===== src/rtl/alu_seq_pkg.sv =====
// rtl/alu_seq_pkg.sv - op and FSM encodings for the sequential ALU
package alu_seq_pkg;

  typedef enum logic [1:0] {
    OP_ADD = 2'd0,
    OP_SUB = 2'd1,
    OP_MUL = 2'd2,
    OP_DIV = 2'd3
  } op_e;

  typedef enum logic [2:0] {
    ST_IDLE   = 3'd0,
    ST_LOAD_B = 3'd1,
    ST_EXEC   = 3'd2,
    ST_OUT_LO = 3'd3,
    ST_OUT_HI = 3'd4
  } state_e;

endpackage


===== src/rtl/alu_seq_param_if.sv =====
// rtl/alu_seq_param_if.sv - operand/result bus between sequencer (master) and ALU (slave)
interface alu_seq_param_if #(
  parameter int WIDTH = 8
);
  logic             Begin;
  logic [1:0]       op;
  logic [WIDTH-1:0] inbus;
  logic [WIDTH-1:0] outbus;
  logic             out_valid;
  logic             done;
  logic             busy;
  logic             ovf;
  logic             dz;

  modport master (
    output Begin, op, inbus,
    input  outbus, out_valid, done, busy, ovf, dz
  );

  modport slave (
    input  Begin, op, inbus,
    output outbus, out_valid, done, busy, ovf, dz
  );
endinterface


===== src/rtl/alu_seq_iter_core.sv =====
// rtl/alu_seq_iter_core.sv - iterative shift-add multiply / restoring divide datapath
module alu_seq_iter_core #(
  parameter int WIDTH = 8,
  parameter int CNT_W = $clog2(WIDTH + 1)
) (
  input  logic             clk,
  input  logic             rst,
  input  logic             load,
  input  logic             step,
  input  logic             is_div,
  input  logic [CNT_W-1:0] cnt_init,
  input  logic [WIDTH-1:0] a,
  input  logic [WIDTH-1:0] b,
  output logic [WIDTH-1:0] acc_nxt,
  output logic [WIDTH-1:0] mq_nxt,
  output logic             last
);
  logic [WIDTH-1:0] acc_q, acc_d;
  logic [WIDTH-1:0] mq_q, mq_d;
  logic [CNT_W-1:0] cnt_q, cnt_d;
  logic [WIDTH:0]   add_w, part_w, trial_w;

  // Multiply: acc:mq holds the running product, multiplier shifts out LSB first.
  // Divide: acc is the partial remainder, mq shifts dividend out and quotient in.
  assign add_w   = {1'b0, acc_q} + (mq_q[0] ? {1'b0, b} : '0);
  assign part_w  = {acc_q, mq_q[WIDTH-1]};
  assign trial_w = part_w - {1'b0, b};

  always_comb begin
    acc_d = acc_q;
    mq_d  = mq_q;
    cnt_d = cnt_q;
    if (load) begin
      acc_d = '0;
      mq_d  = a;
      cnt_d = cnt_init;
    end else if (step) begin
      cnt_d = cnt_q - 1'b1;
      if (is_div) begin
        if (!trial_w[WIDTH]) begin
          acc_d = trial_w[WIDTH-1:0];
          mq_d  = {mq_q[WIDTH-2:0], 1'b1};
        end else begin
          acc_d = part_w[WIDTH-1:0];
          mq_d  = {mq_q[WIDTH-2:0], 1'b0};
        end
      end else begin
        {acc_d, mq_d} = {add_w, mq_q[WIDTH-1:1]};
      end
    end
  end

  always_ff @(posedge clk) begin
    if (rst) begin
      acc_q <= '0;
      mq_q  <= '0;
      cnt_q <= '0;
    end else begin
      acc_q <= acc_d;
      mq_q  <= mq_d;
      cnt_q <= cnt_d;
    end
  end

  assign acc_nxt = acc_d;
  assign mq_nxt  = mq_d;
  assign last    = (cnt_q == CNT_W'(1));
endmodule


===== src/rtl/alu_seq_param.sv =====
// rtl/alu_seq_param.sv - sequential ALU top: FSM, operand capture, add/sub, result output
module alu_seq_param
  import alu_seq_pkg::*;
#(
  parameter int WIDTH = 8
) (
  input logic            CLk,
  input logic            RST,
  alu_seq_param_if.slave io
);
  localparam int CNT_W = $clog2(WIDTH + 1);

  state_e           state_q, state_d;
  op_e              op_q, op_d;
  logic             begin_prev_q, begin_prev_d;
  logic [WIDTH-1:0] a_q, a_d, b_q, b_d;
  logic [WIDTH-1:0] res_lo_q, res_lo_d, res_hi_q, res_hi_d;
  logic             res_ovf_q, res_ovf_d, res_dz_q, res_dz_d;
  logic [WIDTH-1:0] outbus_q, outbus_d;
  logic             out_valid_q, out_valid_d, done_q, done_d, busy_q, busy_d;
  logic             ovf_q, ovf_d, dz_q, dz_d;

  logic             start, core_last;
  logic [CNT_W-1:0] cnt_init;
  logic [WIDTH-1:0] core_acc, core_mq;
  logic [WIDTH:0]   sum_w, diff_w;

  assign start  = io.Begin && !begin_prev_q;
  assign sum_w  = {1'b0, a_q} + {1'b0, b_q};
  assign diff_w = {1'b0, a_q} - {1'b0, b_q};
  // A zero divisor needs only one EXEC cycle, decided while B is still on the bus.
  assign cnt_init = (op_q == OP_ADD || op_q == OP_SUB || (op_q == OP_DIV && io.inbus == '0))
                    ? CNT_W'(1) : CNT_W'(WIDTH);

  alu_seq_iter_core #(.WIDTH(WIDTH), .CNT_W(CNT_W)) u_core (
    .clk      (CLk),
    .rst      (RST),
    .load     (state_q == ST_LOAD_B),
    .step     (state_q == ST_EXEC),
    .is_div   (op_q == OP_DIV),
    .cnt_init (cnt_init),
    .a        (a_q),
    .b        (b_q),
    .acc_nxt  (core_acc),
    .mq_nxt   (core_mq),
    .last     (core_last)
  );

  always_ff @(posedge CLk) begin
    if (RST) state_q <= ST_IDLE;
    else     state_q <= state_d;
  end

  always_comb begin
    state_d = state_q;
    case (state_q)
      ST_IDLE:   if (start) state_d = ST_LOAD_B;
      ST_LOAD_B: state_d = ST_EXEC;
      ST_EXEC:   if (core_last) state_d = ST_OUT_LO;
      ST_OUT_LO: state_d = ST_OUT_HI;
      ST_OUT_HI: state_d = ST_IDLE;
      default:   state_d = ST_IDLE;
    endcase
  end

  always_comb begin
    begin_prev_d = io.Begin;
    op_d         = op_q;
    a_d          = a_q;
    b_d          = b_q;
    res_lo_d     = res_lo_q;
    res_hi_d     = res_hi_q;
    res_ovf_d    = res_ovf_q;
    res_dz_d     = res_dz_q;
    if (state_q == ST_IDLE && start) begin
      op_d = op_e'(io.op);
      a_d  = io.inbus;
    end
    if (state_q == ST_LOAD_B) b_d = io.inbus;
    // Final EXEC cycle: capture the core's post-step values, not its registers.
    if (state_q == ST_EXEC && core_last) begin
      res_ovf_d = 1'b0;
      res_dz_d  = 1'b0;
      case (op_q)
        OP_ADD: begin
          res_lo_d  = sum_w[WIDTH-1:0];
          res_hi_d  = {{(WIDTH-1){1'b0}}, sum_w[WIDTH]};
          res_ovf_d = (a_q[WIDTH-1] == b_q[WIDTH-1]) && (sum_w[WIDTH-1] != a_q[WIDTH-1]);
        end
        OP_SUB: begin
          res_lo_d  = diff_w[WIDTH-1:0];
          res_hi_d  = {{(WIDTH-1){1'b0}}, diff_w[WIDTH]};
          res_ovf_d = (a_q[WIDTH-1] != b_q[WIDTH-1]) && (diff_w[WIDTH-1] != a_q[WIDTH-1]);
        end
        OP_MUL: begin
          res_lo_d = core_mq;
          res_hi_d = core_acc;
        end
        OP_DIV: begin
          res_dz_d = (b_q == '0);
          res_lo_d = (b_q == '0) ? '1 : core_mq;
          res_hi_d = (b_q == '0) ? a_q : core_acc;
        end
      endcase
    end
  end

  // Output registers trail the state by one cycle.
  always_comb begin
    out_valid_d = (state_q == ST_OUT_LO) || (state_q == ST_OUT_HI);
    done_d      = (state_q == ST_OUT_HI);
    busy_d      = (state_d != ST_IDLE) || done_d;
    outbus_d    = '0;
    if (state_q == ST_OUT_LO)      outbus_d = res_lo_q;
    else if (state_q == ST_OUT_HI) outbus_d = res_hi_q;
    ovf_d = out_valid_d && res_ovf_q;
    dz_d  = out_valid_d && res_dz_q;
  end

  always_ff @(posedge CLk) begin
    if (RST) begin
      begin_prev_q <= 1'b0;
      op_q         <= OP_ADD;
      a_q          <= '0;
      b_q          <= '0;
      res_lo_q     <= '0;
      res_hi_q     <= '0;
      res_ovf_q    <= 1'b0;
      res_dz_q     <= 1'b0;
      outbus_q     <= '0;
      out_valid_q  <= 1'b0;
      done_q       <= 1'b0;
      busy_q       <= 1'b0;
      ovf_q        <= 1'b0;
      dz_q         <= 1'b0;
    end else begin
      begin_prev_q <= begin_prev_d;
      op_q         <= op_d;
      a_q          <= a_d;
      b_q          <= b_d;
      res_lo_q     <= res_lo_d;
      res_hi_q     <= res_hi_d;
      res_ovf_q    <= res_ovf_d;
      res_dz_q     <= res_dz_d;
      outbus_q     <= outbus_d;
      out_valid_q  <= out_valid_d;
      done_q       <= done_d;
      busy_q       <= busy_d;
      ovf_q        <= ovf_d;
      dz_q         <= dz_d;
    end
  end

  assign io.outbus    = outbus_q;
  assign io.out_valid = out_valid_q;
  assign io.done      = done_q;
  assign io.busy      = busy_q;
  assign io.ovf       = ovf_q;
  assign io.dz        = dz_q;
endmodule

===== src/flat_wrapper.sv =====
// flat-port wrapper written by rule: the top's interface ports become plain ports
module alu_seq_param_flat import alu_seq_pkg::*;
#(
  parameter int WIDTH = 8
)
  (CLk, RST, io_Begin, io_op, io_inbus, io_outbus, io_out_valid, io_done, io_busy, io_ovf, io_dz);
  alu_seq_param_if #(.WIDTH(WIDTH)) io_i ();
  input logic CLk;
  input logic RST;
  input wire logic [$bits(io_i.Begin)-1:0] io_Begin;
  input wire logic [$bits(io_i.op)-1:0] io_op;
  input wire logic [$bits(io_i.inbus)-1:0] io_inbus;
  output wire logic [$bits(io_i.outbus)-1:0] io_outbus;
  output wire logic [$bits(io_i.out_valid)-1:0] io_out_valid;
  output wire logic [$bits(io_i.done)-1:0] io_done;
  output wire logic [$bits(io_i.busy)-1:0] io_busy;
  output wire logic [$bits(io_i.ovf)-1:0] io_ovf;
  output wire logic [$bits(io_i.dz)-1:0] io_dz;
  assign io_i.Begin = io_Begin;
  assign io_i.op = io_op;
  assign io_i.inbus = io_inbus;
  assign io_outbus = io_i.outbus;
  assign io_out_valid = io_i.out_valid;
  assign io_done = io_i.done;
  assign io_busy = io_i.busy;
  assign io_ovf = io_i.ovf;
  assign io_dz = io_i.dz;
  alu_seq_param #(.WIDTH(WIDTH)) u_core (.CLk(CLk), .RST(RST), .io(io_i));
endmodule

===== config.mk =====
export PLATFORM = sky130hd
export DESIGN_NAME = alu_seq_param_flat
export DESIGN_NICKNAME = d
export VERILOG_FILES = /design/src/rtl/alu_seq_pkg.sv /design/src/rtl/alu_seq_param_if.sv /design/src/rtl/alu_seq_iter_core.sv /design/src/rtl/alu_seq_param.sv /design/src/flat_wrapper.sv
export SDC_FILE = /design/constraint.sdc
export NUM_CORES = 1
export LEC_CHECK = 0
export ABC_AREA = 1
export BUFFER_PORTS_ARGS = -buffer_cell sky130_fd_sc_hd__buf_2
export CAP_MARGIN = 0
export CORE_ASPECT_RATIO = 0.75
export CORE_MARGIN = 4
export CORE_UTILIZATION = 60
export DETAILED_ROUTE_END_ITERATION = 7
export PLACE_DENSITY = 0.84
export SLEW_MARGIN = 20
export SYNTH_ARGS = -nofsm -noshare
export SYNTH_HDL_FRONTEND = slang
export SYNTH_SLANG_ARGS = --single-unit

===== constraint.sdc =====
create_clock -name CLk -period 5.44 [get_ports CLk]
set_input_delay 1.088 -clock CLk [delete_from_list [all_inputs] [get_ports CLk]]
set_output_delay 1.088 -clock CLk [all_outputs]
set_load 0.02 [all_outputs]

# --- Word-level counts from Yosys, hierarchy flattened ---
# Index checks and enable logic that the tools add are counted.
totals:
  regBits: 73
  inputBits: 13
  output_inout_bits: 13
  word_cells: 77
classes:
  n_addsub: 5
  n_eq_ne: 12
  muxes: 23
  reduce_logical: 19
op_table:
  columns: ["cell", "count"]
  rows:
  - ["8-bit two-way mux", 12]
  - ["8-bit one-hot mux with 4 select lines", 2]
  - ["8-bit zero test", 2]
  - ["4-bit two-way mux", 3]
  - ["3-bit one-hot mux with 4 select lines", 1]
  - ["8-bit by 8-bit adder with 9-bit output", 1]
  - ["8-bit by 9-bit adder with 9-bit output", 1]
  - ["8-bit by 8-bit subtractor with 9-bit output", 1]
  - ["9-bit by 8-bit subtractor with 9-bit output", 1]
  - ["1-bit logical AND", 8]
  - ["3-bit by 2-bit == test with 1-bit output (second input constant)", 2]
  - ["3-bit two-way mux", 2]
  - ["2-bit == test (second input constant)", 2]
  - ["4-bit by 1-bit == test with 1-bit output (second input constant)", 1]
  - ["1-bit logical OR", 4]
  - ["4-bit by 1-bit subtractor with 4-bit output (second input constant)", 1]
  - ["3-bit by 1-bit == test with 1-bit output (second input constant)", 1]
  - ["3-bit == test (second input constant)", 1]
  - ["3-bit zero test", 1]
  - ["1-bit inequality test", 3]
  - ["3-bit nonzero test", 1]
  - ["2-bit by 1-bit == test with 1-bit output (second input constant)", 1]
  - ["2-bit zero test", 1]
  - ["1-bit two-way mux", 2]
  - ["other kinds (4)", 4]

# --- Longest topological paths before layout ---
# Gate-level depths: netlist (run 1).
depth:
  word_depth: 7
  ltp_mapped: 19

# --- By module ---
# Synthesis (run 1) repeated with hierarchy kept, for this count alone.
hier_totals:
  hier_cells: 740
  hier_area_um2: 5082.4
by_module_without_submodules:
  columns: ["mod", "n_inst", "cells_per_inst", "area_each_um2"]
  rows:
  - ["alu_seq_param", 1, 394, 2957.8]
  - ["alu_seq_iter_core", 1, 346, 2124.5]

# --- Worst setup path before layout (run 1) ---
# No wires, ideal clock.
synth_timing:
  path_type: "register -> register"
  from: "register u_core.u_core.mq_q[7]"
  to: "register u_core.res_hi_q[7]"
  setup_ns: 0.117
  arrival_ns: 2.065
  t_required_ns: 5.323
  slack_ns: 3.258
  stages_incl_launch_ff: 20
  period_less_slack_ns: 2.182
  path_cell_list: "dfxtp_1 inv_1 ha_1 fa_1 inv_1 nand3_2 nand2_2 nand2_4 nand2_4 nand2_4 nand2_8 inv_2 nand2_2 nand2_1 inv_2 o21ai_2 nand2_2 nand2_1 a21oi_1 nor2_1"
synth_via:
  elab_chain_len: 7
synth_lines:
  columns: ["element", "line_no", "text"]
  rows:
  - ["start, declared", "alu_seq_iter_core.sv:19", "logic [WIDTH-1:0] mq_q, mq_d;"]
  - ["start signal, assigned", "alu_seq_iter_core.sv:60", "mq_q <= mq_d;"]
  - ["9-bit by 8-bit subtractor with 9-bit output (*)", "alu_seq_iter_core.sv:27", "assign trial_w = part_w - {1'b0, b};"]
  - ["8-bit two-way mux (*)", "alu_seq_iter_core.sv:40", "if (!trial_w[WIDTH]) begin"]
  - ["8-bit two-way mux (*)", "alu_seq_iter_core.sv:39", "if (is_div) begin"]
  - ["8-bit two-way mux (*)", "alu_seq_iter_core.sv:37", "end else if (step) begin"]
  - ["8-bit two-way mux (*)", "alu_seq_iter_core.sv:33", "if (load) begin"]
  - ["8-bit two-way mux", "alu_seq_param.sv:102", "res_hi_d = (b_q == '0) ? a_q : core_acc;"]
  - ["8-bit one-hot mux with 4 select lines (*)", "alu_seq_param.sv:84", "case (op_q)"]
  - ["end signal, assigned", "alu_seq_param.sv:142", "res_hi_q <= res_hi_d;"]
  - ["end, declared", "alu_seq_param.sv:17", "logic [WIDTH-1:0] res_lo_q, res_lo_d, res_hi_q, res_hi_d;"]
# Mark *: on every way between the ends. The rest lies on a longest branch, timed or not.
# A chain may end at the register's enable or synchronous reset.

==> metrics.md, run 1 <==
| Metric | Value |
|---|---|
| Worst VDD drop | 0.000170 V |
| Post-synth ARST share | 0% |
| Fin crit share | a little over half |
| Synthesis-to-layout area growth | 6.53% |
| Power after layout | 1.36 mW |
| Max cap viols | 0 |
| Vias/cell | about 6 |
| Clk sink count | between 70 and 80 |
| Data required time of the worst path | around 5.7 ns |
| Leak pwr | ~2.5 nW |
| Drt drc | 0 |
| CTS Buffer Depth | 2 |
| Endpoints failing setup | 0 |
| RSZ-0062 raised after global routing | false |
| Sequential share of the synthesized area | between 20% and 30% |
| Outcome | complete, no violations |
| Post-Syn Area | just under 5000 sq um |
| Chip width | around 110 microns |
| Worst Setup End Kind | register |
| # resized after CTS | 0 |
| Drt first pass iters | 6 |
| Num CTS Buffers | 9 |
| Initial core utilization | between 60% and 70% |
| Dominant synthesized flop cell | dfxtp_1 |
| Post-synth EDFFs | 0 |
| Slowest cell on crit path | inv_1 |
| Slew HR | between 30% and 40% |
| Crit Path Max Fanout | 34 |
| Vias in the first global route | 4,564 |
| Worst Skew | 0.0102 ns |
| Mean area per synthesized cell | between 7 and 8 sq um |
| Hpwl dp | around 11,000 microns |
| Yosys warnings | 0 |
| Post-Syn Instances | roughly 700 |
| CP Class | in2reg |
| CP peak stage delay | approximately 0.58 ns |
| Min-Delay Path Class | reg2reg |
| Depth of the CTS H-tree | 3 |
| Max-slew violation count | 0 |
| Final Instance Area | between 5000 and 6000 sq um |
| First-pass GRT wire length | between 20,000 and 25,000 microns |
| Yosys cell types | 49 |
| CTS Hold Bufs | 0 |
| Worst Path Arrival | about 3.2 ns |
| DRT iter0 DRCs | about 580 |
| Cell Rows | 28 |
| Crit path launch type | input port |
| Worst hold margin | 0.449 ns |
| Fin. Hold Viols | 0 |
| Pwr/cell area | 261 nW/um^2 |
| Worst-Margin Slew | about 0.94 ns |
| Net Count, Synth | ~750 |
| Postcts setup bufs | 0 |
| Grt total ovfl | 0 |
| Post-DR wirelength/cell | ~17 microns |
| I/O pin count | 26 |
| Routability congestion estimate | between 0.9 and 1 |
| Clock Tree Root | clkbuf_8 |
| Fillers | roughly 700 |
| Gr usage total | between 20% and 30% |
| Initial antenna violation count | 0 |
| Area after DPL | about 5000 sq um |
| Crit-path cells | buf_2 -> inv_1 -> nand3_1 -> inv_2 -> nor2_1 -> inv_1 -> or3_1 |
| Die Y | 86.1 microns |
| ANT cells | 0 |
| Die ar. | roughly 9700 sq um |
| Nets@finish | 760 |
| CTS tree | built |
| DR vias | between 4k and 5k |
| Setup TNS | 0 ns |
| Fin crit period | 2.91 ns |
| Core Footprint | slightly below 8000 sq um |
| F_max | ~340 MHz |
| Layout cells sized above 1 | around an eighth |
| # port buffers | 25 |
| DRT antenna net count | 0 |
| Largest net degree at the start of global routing | 35 |
| Clock network latency to the later pin of the worst-skew pair | approximately 0.36 ns |
| Reg clk slew, reported paths | approximately 0.080 ns |
| Routed wire length | around 14,000 microns |
| Synth Register Bits | 73 |
| Most used cell, CP | inv_1 |
## sequential cells by signal, summed over array words and instances (netlist names)
signal               flops
u_core.io.done           1
u_core.u_core.cnt_q      4
u_core.io.dz             1
u_core.res_dz_q          1
u_core.io.outbus         8
u_core.res_lo_q          8
u_core.b_q               8
u_core.a_q               8
u_core.res_ovf_q         1
u_core.io.busy           1
u_core.begin_prev_q      1
u_core.op_q              2
u_core.io.out_valid      1
u_core.u_core.mq_q       8
u_core.io.ovf            1
u_core.state_q           3
u_core.u_core.acc_q      8
u_core.res_hi_q          8
## placed cells by master, fill, tap and decap left out, types with 5 or more instances in the layout
cell / instances
a22o_1: 7
inv_2: 9
nand3_2: 10
dfxtp_1: 73
a21oi_1: 72
inv_1: 100
ha_1: 34
o21ai_1: 9
buf_2: 25
a21oi_2: 7
nand4_1: 12
nand2_2: 10
nand2_1: 144
nand3_1: 32
nor2_1: 37
o211ai_1: 5
o21ai_0: 55
clkbuf_8: 9
xnor2_1: 5
## per-layer routing
layer	wire length [microns]	global-route usage, %
met5	0	0
met4	287	7.42
met3	1550	7.69
met2	5690	44.2
met1	6250	43.7
## synth_stat cells, drive strengths merged, types with 2 or more instances
cell | number | area share, %
a22o | 7 | 1.3
clkbuf | 12 | 1.4
fa | 4 | 1.6
o211ai | 5 | 0.77
xor2 | 3 | 0.54
a211oi | 2 | 0.31
nand4 | 13 | 2.0
xnor2 | 5 | 0.90
nand2 | 159 | 14
nand3 | 43 | 5.7
and2 | 3 | 0.38
buf | 10 | 1.3
o221ai | 3 | 0.54
inv | 110 | 8.5
o21ai | 65 | 6.7
ha | 34 | 8.7
dfxtp | 73 | 30
nor4 | 4 | 0.51
o21a | 2 | 0.31
a31oi | 3 | 0.38
nor2 | 38 | 3.0
a21oi | 80 | 9.0
nor3 | 5 | 0.85
or2 | 3 | 0.38
a221oi | 4 | 0.72
## metrics by stage
| step | instances | worst slack, ns | utilization (%) |
|---|---|---|---|
| 2_1_floorplan | 695 | 3.26 | - |
| 3_3_place_gp | 803 | 2.27 | 63.3 |
| 3_5_place_dp | 803 | 2.21 | 63.3 |
| 4_1_cts | 819 | 2.60 | 65.7 |
| 5_1_grt | 819 | 2.36 | 65.7 |
| 6_report | 819 | 2.53 | 65.7 |
## final cells by class
type / instances / area (sq um) / area share, %
flip-flops and latches: 73 / 1460 / 28.1
multi-input cells: 489 / 2870 / 55.2
well taps: 105 / 131 / 2.53
inverters: 111 / 419 / 8.06
clock inverters: 6 / 65.1 / 1.25
repair buffers: 25 / 125 / 2.41
clock buffers: 10 / 128 / 2.45
## critical path, delay by kind of cell
| kind | cells | cell delay, ns |
|---|---|---|
| and+or+nand+nor | 3 | 0.81 |
| buffers and inverters | 4 | 1.25 |
## cells by family (layout without fill, tap and decap cells)
| logic type | after synthesis | after routing | share of synthesized area (%) |
|---|---|---|---|
| adders and majority gates | 38 | 38 | 10.4 |
| and+or+nand+nor | 269 | 269 | 26.6 |
| buffers and inverters | 133 | 152 | 11.2 |
| DFF | 73 | 73 | 29.9 |
| AOI/OAI and AO/OA | 174 | 174 | 20.5 |
| xor gates and xnor gates | 8 | 8 | 1.43 |
## final timing paths
path                               startpoint                         endpoint  slack (ns)  depth (start not counted)
max reg2reg  u_core.u_core.mq_q[7]$_SDFF_PP0_  u_core.res_hi_q[5]$_SDFFE_PP0P_        2.85                         18
max                                       RST        u_core.io.busy$_SDFF_PP0_        2.53                          7
min reg2reg      u_core.res_dz_q$_SDFFE_PP0P_          u_core.io.dz$_SDFF_PP0_        0.45                          2
min              u_core.res_dz_q$_SDFFE_PP0P_          u_core.io.dz$_SDFF_PP0_        0.45                          2
## power breakdown
group,leakage (nW),total (mW),internal (mW),switching (mW)
Clock,0.0971,0.425,0.213,0.211
Combinational,1.77,0.346,0.109,0.237
Sequential,0.593,0.587,0.556,0.0308
Power figures use the tool's default switching activity.
==> inputs of run 2 (changes only) <==
- clock period: 5.44 -> 2.9 ns (I/O delays scaled with it)
==> run 2 against run 1 <==
  * Sequential cell count did not move
  * Largest cell class unchanged
  * Cell count rose by 0.73%
  * Critical endpoint is now u_core.res_hi_q[6]$_SDFFE_PP0P_
  * Design area rose by 0.72%
  * Combinational power rose by 92%
  * Setup slack got worse by 2.1 ns
  * Largest power group unchanged
  * Critical path type is now reg2reg
  * Worst hold slack got worse by 0.014 ns
==> metrics.md, run 2 (synthesis results as in run 1) <==
| Metric | Value |
|---|---|
| Data required time of the worst path | 3.21 ns |
| Cell Rows | 28 |
| Die Y | roughly 86 microns |
| Hpwl dp | between 10,000 and 15,000 microns |
| Area after DPL | roughly 5100 sq um |
| Leak pwr | about 2.5 nW |
| Min-Delay Path Class | reg2reg |
| Grt total ovfl | 0 |
| Post-DR wirelength/cell | ~17 microns |
| Die ar. | around 9700 sq um |
| Worst-Margin Slew | approximately 0.69 ns |
| Outcome | complete, no violations |
| DR vias | 4,821 |
| ANT cells | 0 |
| # resized after CTS | 0 |
| Power after layout | 2.52 mW |
| DRT antenna net count | 0 |
| Worst Path Arrival | roughly 2.8 ns |
| Nets@finish | around 770 |
| Depth of the CTS H-tree | 3 |
| Routability congestion estimate | roughly 0.96 |
| Slew HR | 53.5% |
| Worst Skew | 0.0135 ns |
| Reg2reg path depth | 17 |
| Crit path launch type | register |
| Final Instance Area | 5240 sq um |
| CTS Hold Bufs | 0 |
| Clock Tree Root | clkbuf_8 |
| DRT iter0 DRCs | 592 |
| Vias/cell | between 5 and 6 |
| Vias in the first global route | between 4k and 5k |
| Most frequent cells in the layout | nand2_1, inv_1, dfxtp_1, a21oi_1, o21ai_0 |
| Chip width | between 100 and 150 microns |
| Commonest non-fill, non-tap cell in the layout | nand2_1 |
| Fillers | slightly above 700 |
| Initial core utilization | roughly 62% |
| Gr usage total | between 30% and 40% |
| RSZ-0062 raised after global routing | false |
| Worst Setup End Kind | register |
| Fin crit period | approximately 2.5 ns |
| F_max | about 400 MHz |
| Reg clk slew, reported paths | 0.09 ns |
| FF+latch area | between 1000 and 1500 sq um |
| Worst VDD drop | 0.000410 V |
| Clk sink count | 73 |
| I/O pin count | 26 |
| Postcts setup bufs | 0 |
| Fin. Hold Viols | 0 |
| Largest net degree at the start of global routing | 35 |
| Worst R2R End | u_core.res_hi_q[6]$_SDFFE_PP0P_ |
| Pwr/cell area | 482 nW/um^2 |
| Num CTS Buffers | 9 |
| CTS tree | built |
| Crit Path Max Fanout | 10 |
| Max cap viols | 0 |
| Hold depth | 2 |
| CTS Buffer Depth | 2 |
| Initial antenna violation count | 0 |
| Drt first pass iters | 7 |
| Drt drc | 0 |
| Synthesis-to-layout area growth | 7.30% |
| Endpoints failing setup | 0 |
| Routed wire length | 14,200 microns |
| Setup TNS | 0 ns |
| Multi-input gate area | approximately 2900 sq um |
| Worst Hold Launch | u_core.res_ovf_q$_SDFFE_PP0P_ |
| Hold endpoint | u_core.io.ovf$_SDFF_PP0_ |
| Core Footprint | slightly below 8000 sq um |
| CP Class | reg2reg |
| # port buffers | 25 |
| First-pass GRT wire length | 23,100 microns |
| R2r setup slk | 0.41 ns |
| Reg-to-Reg Start | u_core.b_q[0]$_SDFFE_PP0P_ |
| Max-slew violation count | 0 |
| Fin crit share | 85.7% |
| Layout cells sized above 1 | ~14% |
| Clock network latency to the later pin of the worst-skew pair | 0.37 ns |
run 2: cell count changes in the layout (fill, tap and decap cells not counted), sizes merged:
cell,previous run,this run
buf,25,31
inv,112,114
bufinv,1,0
clkbuf,10,9
clkinv,3,2
clkinvlp,1,2
run 2: stage by stage:
step	hold slack, ns	cells	util, %	worst slack [ns]
5_1_grt	0.446	825	66.2	0.191
4_1_cts	0.435	825	66.2	0.422
3_5_place_dp	0.421	809	63.8	0.444
3_3_place_gp	0.425	809	63.8	0.530
6_report	0.434	825	66.2	0.414
2_1_floorplan	0.408	695	-	0.718
run 2: worst max-delay path by stage:
stage,from,endpoint,slack [ns],cells after the start
after detailed placement,u_core.b_q[0]$_SDFFE_PP0P_,u_core.res_hi_q[6]$_SDFFE_PP0P_,0.44,17
final,u_core.b_q[0]$_SDFFE_PP0P_,u_core.res_hi_q[6]$_SDFFE_PP0P_,0.41,17
after CTS,u_core.b_q[0]$_SDFFE_PP0P_,u_core.res_hi_q[6]$_SDFFE_PP0P_,0.42,17
after global routing,u_core.b_q[0]$_SDFFE_PP0P_,u_core.res_hi_q[7]$_SDFFE_PP0P_,0.19,16
after floorplan,u_core.u_core.mq_q[7]$_SDFF_PP0_,u_core.res_hi_q[7]$_SDFFE_PP0P_,0.72,19
after global placement,u_core.b_q[0]$_SDFFE_PP0P_,u_core.res_hi_q[6]$_SDFFE_PP0P_,0.53,17
run 2: metal layers:
metal  routed length [microns]  vias up  global-route usage [%]
li1                          -     2332                       -
met1                      6290     2194                    43.5
met2                      5960      267                    44.7
met3                      1670       28                    8.53
met4                       231        0                    7.31
met5                         0        -                       0
run 2: final cells by class:
cell class / instances / share of cell area (%)
clock inverter: 7 / 1.17
sequential: 73 / 27.9
timing repair buffer: 31 / 3.25
clock buffer: 9 / 2.36
inverter: 111 / 8.00
tap: 105 / 2.51
multi-input combinational: 489 / 54.8
run 2: critical path, stage by stage, from the launching register on:
cell	delay, ns
dfxtp_1	0.41
ha_1	0.29
fa_1	0.47
inv_1	0.10
nand3_2	0.07
nand2_2	0.11
nand2_4	0.07
nand2_4	0.06
nand2_4	0.08
nand2_8	0.11
nand2_2	0.06
nand3_2	0.07
nand3_2	0.08
nand2_1	0.07
nand2_1	0.07
nand2_1	0.09
nand2_1	0.07
a21oi_2	0.14
run 2: where the power goes:
group	switching, mW	internal, mW
clock	0.441	0.326
sequential	0.0503	1.04
combinational	0.453	0.210
total	0.945	1.58
==> inputs of run 3 (changes only) <==
- CELL_PAD_IN_SITES_DETAIL_PLACEMENT: default -> 1
- CELL_PAD_IN_SITES_GLOBAL_PLACEMENT: default -> 2
- CORE_ASPECT_RATIO: 0.75 -> 1.2
- CORE_UTILIZATION: 60 -> 35
- PLACE_DENSITY: 0.84 -> 0.85
==> run 3 against run 2 <==
  * Cell count grew 8.4%
  * Register-to-register slack lost 0.12 ns
  * Die area increased by 65%
  * First-iteration DRC count shrank 56%
  * Critical endpoint is now u_core.res_hi_q[2]$_SDFFE_PP0P_
  * Total power is 19% higher
  * Worst hold slack got worse by 0.0034 ns
  * Fmax decreased by 4.7%
==> metrics.md, run 3 (synthesis results as in run 1) <==
| Metric | Value |
|---|---|
| DRT antenna net count | 0 |
| First-pass GRT wire length | between 20,000 and 30,000 microns |
| Initial core utilization | a little over a third |
| Die Y | about 140 microns |
| Outcome | complete, no violations |
| Worst R2R End | u_core.res_hi_q[2]$_SDFFE_PP0P_ |
| DR vias | 4,785 |
| Gr usage total | 21.9% |
| Clk sink count | 73 |
| Vias/cell | about 5.4 |
| Switching power of the nets | around 990 uW |
| Most used cell, CP | nand2_1 |
| Fin crit period | 2.61 ns |
| Largest net degree at the start of global routing | 34 |
| CP peak stage delay | 0.48 ns |
| Routed wire length | around 17,000 microns |
| Initial antenna violation count | 0 |
| Worst Setup End Kind | register |
| F_max | between 300 and 400 MHz |
| Vias in the first global route | between 5k and 6k |
| Endpoints failing setup | 0 |
| Gate power share | between 20 and 25% |
| Postcts setup bufs | 0 |
| Int Pwr | approximately 2.0 mW |
| Drt first pass iters | 4 |
| RSZ-0062 raised after global routing | false |
| Synthesis-to-layout area growth | 12.2% |
| Min-Delay Path Class | reg2reg |
| Clk network pwr share | between 40 and 50% |
| Power after layout | 3.00 mW |
| CP top delay family | simple AND/OR/NAND/NOR gates |
| Fin. Hold Viols | 0 |
| Nets@finish | around 770 |
| Crit path launch type | register |
| Crit-path cells | inv_1 -> ha_1 -> fa_1 -> inv_1 -> nand3_2 -> nand2_2 -> nand2_4 -> nand3_4 -> nand2_8 -> nand2_1 -> nand2_1 -> o21ai_1 -> nand2_1 -> a21oi_1 -> nor2_1 |
| Slowest cell on crit path | fa_1 |
| Core Footprint | 13,800 sq um |
| Drt drc | 0 |
| R2r setup slk | about 0.29 ns |
| Depth of the CTS H-tree | 3 |
| Max cap viols | 0 |
| Slew HR | between 50% and 60% |
| Setup TNS | 0 ns |
| Chip width | about 120 microns |
| Reg clk slew, reported paths | 0.06 ns |
| Fillers | about 1.8k |
| CP startpoint | u_core.u_core.mq_q[7]$_SDFF_PP0_ |
| Crit Path Max Fanout | 10 |
| Post-DR wirelength/cell | 18.8 microns |
| CTS tree | built |
| Fin util | about 40% |
| Clock Tree Root | clkbuf_16 |
| Worst Hold Launch | u_core.res_ovf_q$_SDFFE_PP0P_ |
| Clock network latency to the later pin of the worst-skew pair | around 0.34 ns |
| CTS Buffer Depth | 2 |
| Cell Rows | 47 |
| Max-slew violation count | 0 |
| Pwr/cell area | between 500 and 600 nW/um^2 |
| DRT iter0 DRCs | 260 |
| Grt total ovfl | 0 |
| CP endpoint | u_core.res_hi_q[2]$_SDFFE_PP0P_ |
| Layout cells sized above 1 | roughly 14% |
| Worst path depth | 15 |
| Worst-Margin Slew | around 0.66 ns |
| Worst VDD drop | between 0.0003 and 0.0004 V |
| CTS Hold Bufs | 0 |
| I/O pin count | 26 |
| ANT cells | 0 |
| Most frequent cells in the layout | nand2_1, inv_1, dfxtp_1, a21oi_1, o21ai_0 |
| Worst Path Arrival | between 2 and 3 ns |
| Num CTS Buffers | 9 |
| Reg2reg path depth | 15 |
| # resized after CTS | 0 |
| Sw Share | about a third |
| Fin crit share | between 80% and 90% |
| Commonest non-fill, non-tap cell in the layout | nand2_1 |
| # port buffers | 25 |
| Hpwl dp | between 10,000 and 15,000 microns |
| Leak pwr | 2.55 nW |
| Worst Skew | ~0.007 ns |
| Reg-to-Reg Start | u_core.u_core.mq_q[7]$_SDFF_PP0_ |
| Die ar. | roughly 16,000 sq um |
| Data required time of the worst path | around 3.1 ns |
| Flop pwr share | a little over a third |
| WP buf/inv | 2 |
| CP Class | reg2reg |
| Routability congestion estimate | roughly 0.93 |
run 3: cell count changes in the layout (fill, tap and decap cells not counted), moves of 2 or more:
cell       delta
clkbuf_16     +9
bufinv_16     +2
clkbuf_8      -9
inv_6         -2
buf_4         +3
run 3: how the worst min path moves through the flow:
stage | slack, ns | to | depth (start not counted)
2_1_floorplan | 0.41 | u_core.io.ovf$_SDFF_PP0_ | 2
3_3_place_gp | 0.42 | u_core.u_core.cnt_q[2]$_SDFFE_PP0P_ | 1
3_5_place_dp | 0.42 | u_core.io.ovf$_SDFF_PP0_ | 2
4_1_cts | 0.43 | u_core.io.ovf$_SDFF_PP0_ | 2
5_1_grt | 0.45 | u_core.io.ovf$_SDFF_PP0_ | 2
6_report | 0.43 | u_core.io.ovf$_SDFF_PP0_ | 2
run 3: power groups by stage:
stage | combinational, mW | clock [mW] | sequential, mW
global placement | 0.678 | 0 | 1.11
CTS | 0.696 | 1.24 | 1.09
detailed placement | 0.691 | 0 | 1.12
global route | 0.771 | 1.28 | 1.10
finish | 0.695 | 1.22 | 1.09
floorplan | 0.494 | 0 | 1.10
run 3: layout make-up:
type | count | area [sq um] | share of cell area (%)
inverter | 111 | 419 | 7.65
tap | 171 | 214 | 3.90
clock buffer | 10 | 229 | 4.18
sequential | 73 | 1460 | 26.7
clock inverter | 6 | 91.3 | 1.67
timing repair buffer | 34 | 193 | 3.52
multi-input combinational | 489 | 2870 | 52.4
run 3: layer usage:
metal	GRT usage (%)	up-vias	part of all wire [%]
met4	9.74	0	4.3
met3	2.33	39	2.5
li1	-	2335	-
met1	25.9	2329	42
met2	39.3	82	51
met5	0	-	0
run 3: metrics by stage:
step	hold slack (ns)	instances	setup WS [ns]	instance area, sq um
after global placement	0.424	878	0.319	5160
after floorplan	0.408	695	0.718	4880
final	0.431	894	0.292	5480
after detailed placement	0.423	878	0.286	5160
after CTS	0.434	894	0.260	5480
after global routing	0.450	894	0.132	5480
run 3: tightest hold or removal path, delay by kind of cell (launching register included):
family	cells	cell delay [ns]
and+or+nand+nor	1	0.03
buffers and inverters	1	0.05
DFF	1	0.31
